==> src/rtl/sll_wide_iter_pkg.sv <==
// Shared ALU shift package: FSM states, default sizes and
// the shift-amount width helper.
package sll_wide_iter_pkg;

    localparam int unsigned DEF_WIDTH           = 32;
    localparam int unsigned DEF_SHIFT_PER_CYCLE = 4;

    typedef enum logic [1:0] {
        IDLE  = 2'd0,
        SHIFT = 2'd1,
        DONE  = 2'd2
    } state_e;

    function automatic int unsigned amt_width(input int unsigned w);
        return $clog2(2 * w);
    endfunction

endpackage

==> src/rtl/sll_wide_iter_if.sv <==
// Request/result bundle of the iterative left shifter.
// master drives requests and consumes results; slave is the unit.
interface sll_wide_iter_if
    import sll_wide_iter_pkg::*;
#(
    parameter int unsigned WIDTH = DEF_WIDTH
);

    logic             start;
    logic [WIDTH-1:0] a;
    logic [WIDTH-1:0] b;
    logic             busy;
    logic             out_valid;
    logic             out_ready;
    logic [WIDTH-1:0] res_high;
    logic [WIDTH-1:0] res_low;

    modport master (
        output start, a, b, out_ready,
        input  busy, out_valid, res_high, res_low
    );

    modport slave (
        input  start, a, b, out_ready,
        output busy, out_valid, res_high, res_low
    );

endinterface

==> src/rtl/sll_wide_iter_step.sv <==
// Bounded shifter: moves acc left by min(rem, SHIFT_PER_CYCLE).
// Purely combinational so a right-shift variant can reuse the shape.
module sll_step
    import sll_wide_iter_pkg::*;
#(
    parameter int unsigned WIDTH           = DEF_WIDTH,
    parameter int unsigned SHIFT_PER_CYCLE = DEF_SHIFT_PER_CYCLE,
    parameter int unsigned AMT_W           = amt_width(WIDTH)
) (
    input  logic [2*WIDTH-1:0] acc_i,
    input  logic [AMT_W-1:0]   rem_i,
    output logic [2*WIDTH-1:0] acc_o,
    output logic [AMT_W-1:0]   rem_o,
    output logic               last_o
);

    localparam logic [AMT_W-1:0] SPC = AMT_W'(SHIFT_PER_CYCLE);

    logic [AMT_W-1:0] step;

    assign step   = (rem_i < SPC) ? rem_i : SPC;
    assign acc_o  = acc_i << step;
    assign rem_o  = rem_i - step;
    assign last_o = (rem_o == '0);

endmodule

==> src/rtl/sll_wide_iter.sv <==
// Multi-cycle SLL: {res_high,res_low} = {0,a} << b, a few bits per
// clock, result returned over a valid/ready handshake.
module sll_wide_iter
    import sll_wide_iter_pkg::*;
#(
    parameter int unsigned WIDTH           = DEF_WIDTH,
    parameter int unsigned SHIFT_PER_CYCLE = DEF_SHIFT_PER_CYCLE
) (
    input logic            clock,
    input logic            reset_n,
    sll_wide_iter_if.slave bus
);

    localparam int unsigned AMT_W = amt_width(WIDTH);

    state_e               state_q, state_d;
    logic [2*WIDTH-1:0]   acc_q, acc_d;
    logic [AMT_W-1:0]     rem_q, rem_d;

    logic [2*WIDTH-1:0]   step_acc;
    logic [AMT_W-1:0]     step_rem;
    logic                 step_last;

    logic                 oversize;
    logic [AMT_W-1:0]     amt;
    logic                 accept;

    // Amounts of 2*WIDTH or more flush everything out of the pair.
    if (WIDTH > AMT_W) begin : g_over
        assign oversize = |bus.b[WIDTH-1:AMT_W];
    end else begin : g_no_over
        assign oversize = 1'b0;
    end

    assign amt    = bus.b[AMT_W-1:0];
    assign accept = bus.start &&
                    ((state_q == IDLE) ||
                     ((state_q == DONE) && bus.out_ready));

    sll_step #(
        .WIDTH           (WIDTH),
        .SHIFT_PER_CYCLE (SHIFT_PER_CYCLE),
        .AMT_W           (AMT_W)
    ) u_step (
        .acc_i  (acc_q),
        .rem_i  (rem_q),
        .acc_o  (step_acc),
        .rem_o  (step_rem),
        .last_o (step_last)
    );

    always_comb begin
        state_d = state_q;
        acc_d   = acc_q;
        rem_d   = rem_q;

        unique case (state_q)
            IDLE: begin
                if (!accept) state_d = IDLE;
            end
            SHIFT: begin
                acc_d = step_acc;
                rem_d = step_rem;
                if (step_last) state_d = DONE;
            end
            DONE: begin
                if (bus.out_ready) state_d = IDLE;
            end
            default: state_d = IDLE;
        endcase

        if (accept) begin
            if (oversize) begin
                acc_d   = '0;
                rem_d   = '0;
                state_d = DONE;
            end else begin
                acc_d   = {{WIDTH{1'b0}}, bus.a};
                rem_d   = amt;
                state_d = (amt == '0) ? DONE : SHIFT;
            end
        end
    end

    always_ff @(posedge clock or negedge reset_n) begin
        if (!reset_n) begin
            state_q <= IDLE;
            acc_q   <= '0;
            rem_q   <= '0;
        end else begin
            state_q <= state_d;
            acc_q   <= acc_d;
            rem_q   <= rem_d;
        end
    end

    assign bus.busy      = (state_q != IDLE);
    assign bus.out_valid = (state_q == DONE);
    assign bus.res_high  = acc_q[2*WIDTH-1:WIDTH];
    assign bus.res_low   = acc_q[WIDTH-1:0];

endmodule
==> src/flat_wrapper.sv <==
// flat-port wrapper written by rule: the top's interface ports become plain ports
module sll_wide_iter_flat import sll_wide_iter_pkg::*;
#(
    parameter int unsigned WIDTH           = DEF_WIDTH,
    parameter int unsigned SHIFT_PER_CYCLE = DEF_SHIFT_PER_CYCLE
)
  (clock, reset_n, bus_start, bus_a, bus_b, bus_out_ready, bus_busy, bus_out_valid, bus_res_high, bus_res_low);
  sll_wide_iter_if #(.WIDTH(WIDTH)) bus_i ();
  input logic clock;
  input logic reset_n;
  input wire logic [$bits(bus_i.start)-1:0] bus_start;
  input wire logic [$bits(bus_i.a)-1:0] bus_a;
  input wire logic [$bits(bus_i.b)-1:0] bus_b;
  input wire logic [$bits(bus_i.out_ready)-1:0] bus_out_ready;
  output wire logic [$bits(bus_i.busy)-1:0] bus_busy;
  output wire logic [$bits(bus_i.out_valid)-1:0] bus_out_valid;
  output wire logic [$bits(bus_i.res_high)-1:0] bus_res_high;
  output wire logic [$bits(bus_i.res_low)-1:0] bus_res_low;
  assign bus_i.start = bus_start;
  assign bus_i.a = bus_a;
  assign bus_i.b = bus_b;
  assign bus_i.out_ready = bus_out_ready;
  assign bus_busy = bus_i.busy;
  assign bus_out_valid = bus_i.out_valid;
  assign bus_res_high = bus_i.res_high;
  assign bus_res_low = bus_i.res_low;
  sll_wide_iter #(.WIDTH(WIDTH), .SHIFT_PER_CYCLE(SHIFT_PER_CYCLE)) u_core (.clock(clock), .reset_n(reset_n), .bus(bus_i));
endmodule
==> config.mk <==
export PLATFORM = sky130hd
export DESIGN_NAME = sll_wide_iter_flat
export DESIGN_NICKNAME = d
export VERILOG_FILES = /design/src/rtl/sll_wide_iter_pkg.sv /design/src/rtl/sll_wide_iter_if.sv /design/src/rtl/sll_wide_iter_step.sv /design/src/rtl/sll_wide_iter.sv /design/src/flat_wrapper.sv
export SDC_FILE = /design/constraint.sdc
export NUM_CORES = 1
export LEC_CHECK = 0
export CAP_MARGIN = 20
export CORE_AREA = 2 2 114 105
export CTS_BUF_LIST = sky130_fd_sc_hd__clkbuf_4 sky130_fd_sc_hd__clkbuf_8
export DETAILED_ROUTE_END_ITERATION = 10
export DIE_AREA = 0 0 116 107
export PLACE_DENSITY = 0.87
export SYNTH_ARGS = -nofsm -noshare
export SYNTH_HDL_FRONTEND = slang
export SYNTH_SLANG_ARGS = --single-unit
==> constraint.sdc <==
create_clock -name clock -period 4.19 [get_ports clock]
set_input_delay 0.419 -clock clock [delete_from_list [all_inputs] [get_ports clock]]
set_output_delay 0.419 -clock clock [all_outputs]
set_load 0.005 [all_outputs]
==> run summary <==
The die is 116 um wide. For this run, asynchronously set or reset flops after synthesis account for 100%. The post-synthesis instance total came out at 591.

The full die area is 12400 um2. The via-per-instance ratio is 6.63. In this design, the largest share of critical-path delay is due to simple AND/OR/NAND/NOR gates. Across all layers, the routed design uses 5639 vias. The class of the tightest hold or removal check is input port to asynchronous set/reset pin.

In the final timing run, aggregate negative setup slack is 0 ns. The most heavily used metal layer in global routing is met2. The final number of max-transition violations came out at 0. The total of endpoints with negative setup slack in the final report came out at 0. VDD sags by at most 0.127 mV. Counting every sink on the clock net gives 72. The final routed wire length divided by cell count came out at 20.5 um. The number of hold-slack violations in the final timing report is 0. The biggest fanout along the worst timing path came out at 46. Post-CTS timing repair inserted 0 buffers for setup. Measured along the y axis, the die boundary spans 107 um.

The CTS tree is built. The global-route total usage across every layer came out at 28.4%. Clock-pin slew was measured on the worst setup and hold paths at 0.08 ns. The number of buffers inserted during clock tree synthesis is 9. The layout cell share with drive strength beyond 1 came out at 8.93%. The final layout contains routed wiring with a total length of 17500 um. Leaving out fill and tap cells, the most frequent cell in the layout is sky130_fd_sc_hd__clkdlybuf4s50_1.

At the pin with the least slew margin, the transition time is 1.09 ns. The power density over the cells is 237 nW/um2. Routability-driven placement finished with a final weighted congestion of 0.831.

The placed cell area is 6820 um2. The initial antenna violation count is 0. The layout has 903 filler cells. The post-synthesis register bit count is 72. The tightest hold margin is 0.0306 ns. The most critical setup path has its startpoint at u_core.rem_q[3].

The tightest slew margin relative to the limit came out at 27.1%. The number of violations of the max-capacitance limit came out at 0. The met3 track demand over resource in global routing came out at 6.33%. The area of all placed cells without fillers came out at 7090 um2.

The DRC violation count after routing came out at 0. The synthesized netlist contains 54 unique library cells. The setup path with the least slack is of type flop to flop.

For this run, the register share of the synthesized area comes to 32.9%. The number of global-route vias before repair is 5411. Summed over all layers, the global routing overflow is 0. The HPWL after detailed placement is 11400 um. The flow ran to the end, and the final reports show no timing, DRC or antenna violations.

STA classifies the critical path startpoint as a flop. The residual antenna-violating net count after detailed routing is 0. Total power for the finished layout comes to 1.68 mW. The DRC marker count from the first detailed-route iteration is 735. Counting along the longest clock path gives a buffer depth of 2. The number of warnings printed during yosys synthesis came out at 0.

The number of cells in the finished layout apart from fillers is 850. In this run the tool buffered the top-level ports with 133 buffer cells. The root buffer cell chosen for the clock tree is sky130_fd_sc_hd__clkbuf_8. The post-layout net count is 757. The cell leakage power is 2.64 nW. The number of hold buffers added after CTS was 0. The first global-routing pass estimated 27900 um of wire. The diode insertion count for antenna repair came out at 0.

The clock latency at the later pin of the worst-skew pair is 0.37 ns. The initial core utilization is 48.8%. The required time of the worst setup path came out at 4.44 ns. The worst path needs 2.83 ns of the cycle, external delays included. Among all flip-flop cells after synthesis, the most frequent one is sky130_fd_sc_hd__dfrtp_1. The mapped cell area came out at 5470 um2. The placeable core region came out at 11200 um2. The fmax is 0.353 GHz. Traced cell by cell, the critical path runs through or4_4 -> nor2_8 -> mux4_1 -> a221o_1. The synthesis-to-layout area growth came out at 29.5%. The kind of end point of the critical path is a flop.

The global-route met1 utilization came out at 39.1%. Counting both buffers and inverters, the worst setup path holds a total of 0. In the layout the commonest cells are sky130_fd_sc_hd__clkdlybuf4s50_1 (132), sky130_fd_sc_hd__nand2_1 (74), sky130_fd_sc_hd__dfrtp_1 (70), sky130_fd_sc_hd__mux2i_1 (67), sky130_fd_sc_hd__a21oi_1 (41). The mean instance size in the synthesized netlist came out at 9.26 um2.

Data arrives at the worst endpoint at 3.08 ns. The post-cts sizing count came out at 0. When the netlist entered floorplanning its net count stood at 659. For this run, the detailed router's first-pass iteration total came to 6. During I/O placement, the number of pins put on the boundary was 134. The number of flops mapped to enable cells by yosys is 0.

Setup repair after global routing left no endpoint under its margin. The placed cell count came out at 833. The total number of H-tree levels is 3. The pin count of the biggest net entering global routing came out at 69.

In this design, the stage delay of the slowest critical-path cell is 0.85 ns. The highest-delay cell along the critical path is sky130_fd_sc_hd__or4_4. The worst-case clock skew is 0.00983 ns. In the global route stage, met2 resource usage came out at 43.7%. The start of the worst register-to-register path is u_core.rem_q[3]. The cell row count is 37. In the finished design, the share of the clock period the worst path needs comes to 67.6%.
[logic make-up after synthesis]
| group | share of synthesized area (%) |
|---|---|
| AND/OR/NAND/NOR | 15.8 |
| AO/OA/AOI/OAI | 23.0 |
| multiplexers | 22.8 |
| flip-flops | 32.9 |
| buffers and inverters | 5.49 |
[final cells by class]
cell class                 instances  area (um2)  area share, %
multi-input combinational        453        3380           47.7
sequential                        72        1800           25.5
timing repair buffer             145        1430           20.2
tap                              156         195           2.75
clock buffer                      10         131           1.85
clock inverter                     6         116           1.64
inverter                           8        30.0          0.424
[cell usage after synthesis, types with 4 or more instances]
| library cell | instances | area (um2) |
|---|---|---|
| sky130_fd_sc_hd__a211oi_1 | 20 | 150 |
| sky130_fd_sc_hd__a21o_1 | 5 | 37.5 |
| sky130_fd_sc_hd__a21oi_1 | 41 | 205 |
| sky130_fd_sc_hd__a221o_1 | 23 | 230 |
| sky130_fd_sc_hd__a22o_1 | 8 | 70.1 |
| sky130_fd_sc_hd__a22oi_1 | 9 | 67.6 |
| sky130_fd_sc_hd__a31oi_1 | 5 | 31.3 |
| sky130_fd_sc_hd__and3_1 | 14 | 87.6 |
| sky130_fd_sc_hd__buf_1 | 9 | 33.8 |
| sky130_fd_sc_hd__buf_2 | 11 | 55.1 |
| sky130_fd_sc_hd__clkbuf_1 | 33 | 124 |
| sky130_fd_sc_hd__dfrtp_1 | 72 | 1800 |
| sky130_fd_sc_hd__inv_1 | 8 | 30.0 |
| sky130_fd_sc_hd__mux2i_1 | 67 | 671 |
| sky130_fd_sc_hd__mux4_1 | 6 | 158 |
| sky130_fd_sc_hd__mux4_2 | 18 | 405 |
| sky130_fd_sc_hd__nand2_1 | 74 | 278 |
| sky130_fd_sc_hd__nand2b_1 | 5 | 31.3 |
| sky130_fd_sc_hd__nand3_1 | 17 | 85.1 |
| sky130_fd_sc_hd__nor2_1 | 37 | 139 |
| sky130_fd_sc_hd__nor2b_1 | 10 | 62.6 |
| sky130_fd_sc_hd__nor4_1 | 5 | 31.3 |
| sky130_fd_sc_hd__o21ai_0 | 31 | 155 |
| sky130_fd_sc_hd__o22ai_1 | 6 | 37.5 |
| sky130_fd_sc_hd__o31ai_1 | 5 | 37.5 |
| sky130_fd_sc_hd__o32ai_1 | 4 | 35.0 |
| sky130_fd_sc_hd__o41ai_1 | 5 | 43.8 |
[final timing paths]
path / to / slack (ns) / depth (start not counted)
setup reg to reg: u_core.acc_q[27] / 1.36 / 4
setup / recovery: u_core.acc_q[27] / 1.36 / 4
hold reg to reg: u_core.acc_q[62] / 0.55 / 1
min in group clock: u_core.acc_q[62] / 0.55 / 1
hold / removal: u_core.acc_q[13] / 0.03 / 1
max in group asynchronous: u_core.acc_q[17] / 3.18 / 3
[stage by stage]
step,setup slack (ns),utilization [%]
floorplan,1.84,-
global placement,1.37,60.9
detailed placement,1.26,60.9
CTS,1.40,63.1
global route,1.29,63.2
finish,1.36,63.2
[routing by layer]
layer  vias to the layer above  wire (um)
met4                         0        343
met5                         -          0
met1                      2735       7020
met3                        36       1910
li1                       2461          -
met2                       407       8190
[power breakdown]
part | internal, mW | switching [mW] | total, mW | leakage [nW]
Combinational | 0.124 | 0.136 | 0.260 | 1.53
Clock | 0.406 | 0.289 | 0.696 | 0.124
Sequential | 0.702 | 0.0192 | 0.721 | 0.992
Total | 1.23 | 0.444 | 1.68 | 2.64
[sequential cells by signal, indices dropped and copies added (netlist names)]
register        cells
u_core.state_q      2
u_core.rem_q        6
u_core.acc_q       64
No activity file was read; power rests on OpenSTA's default activity.
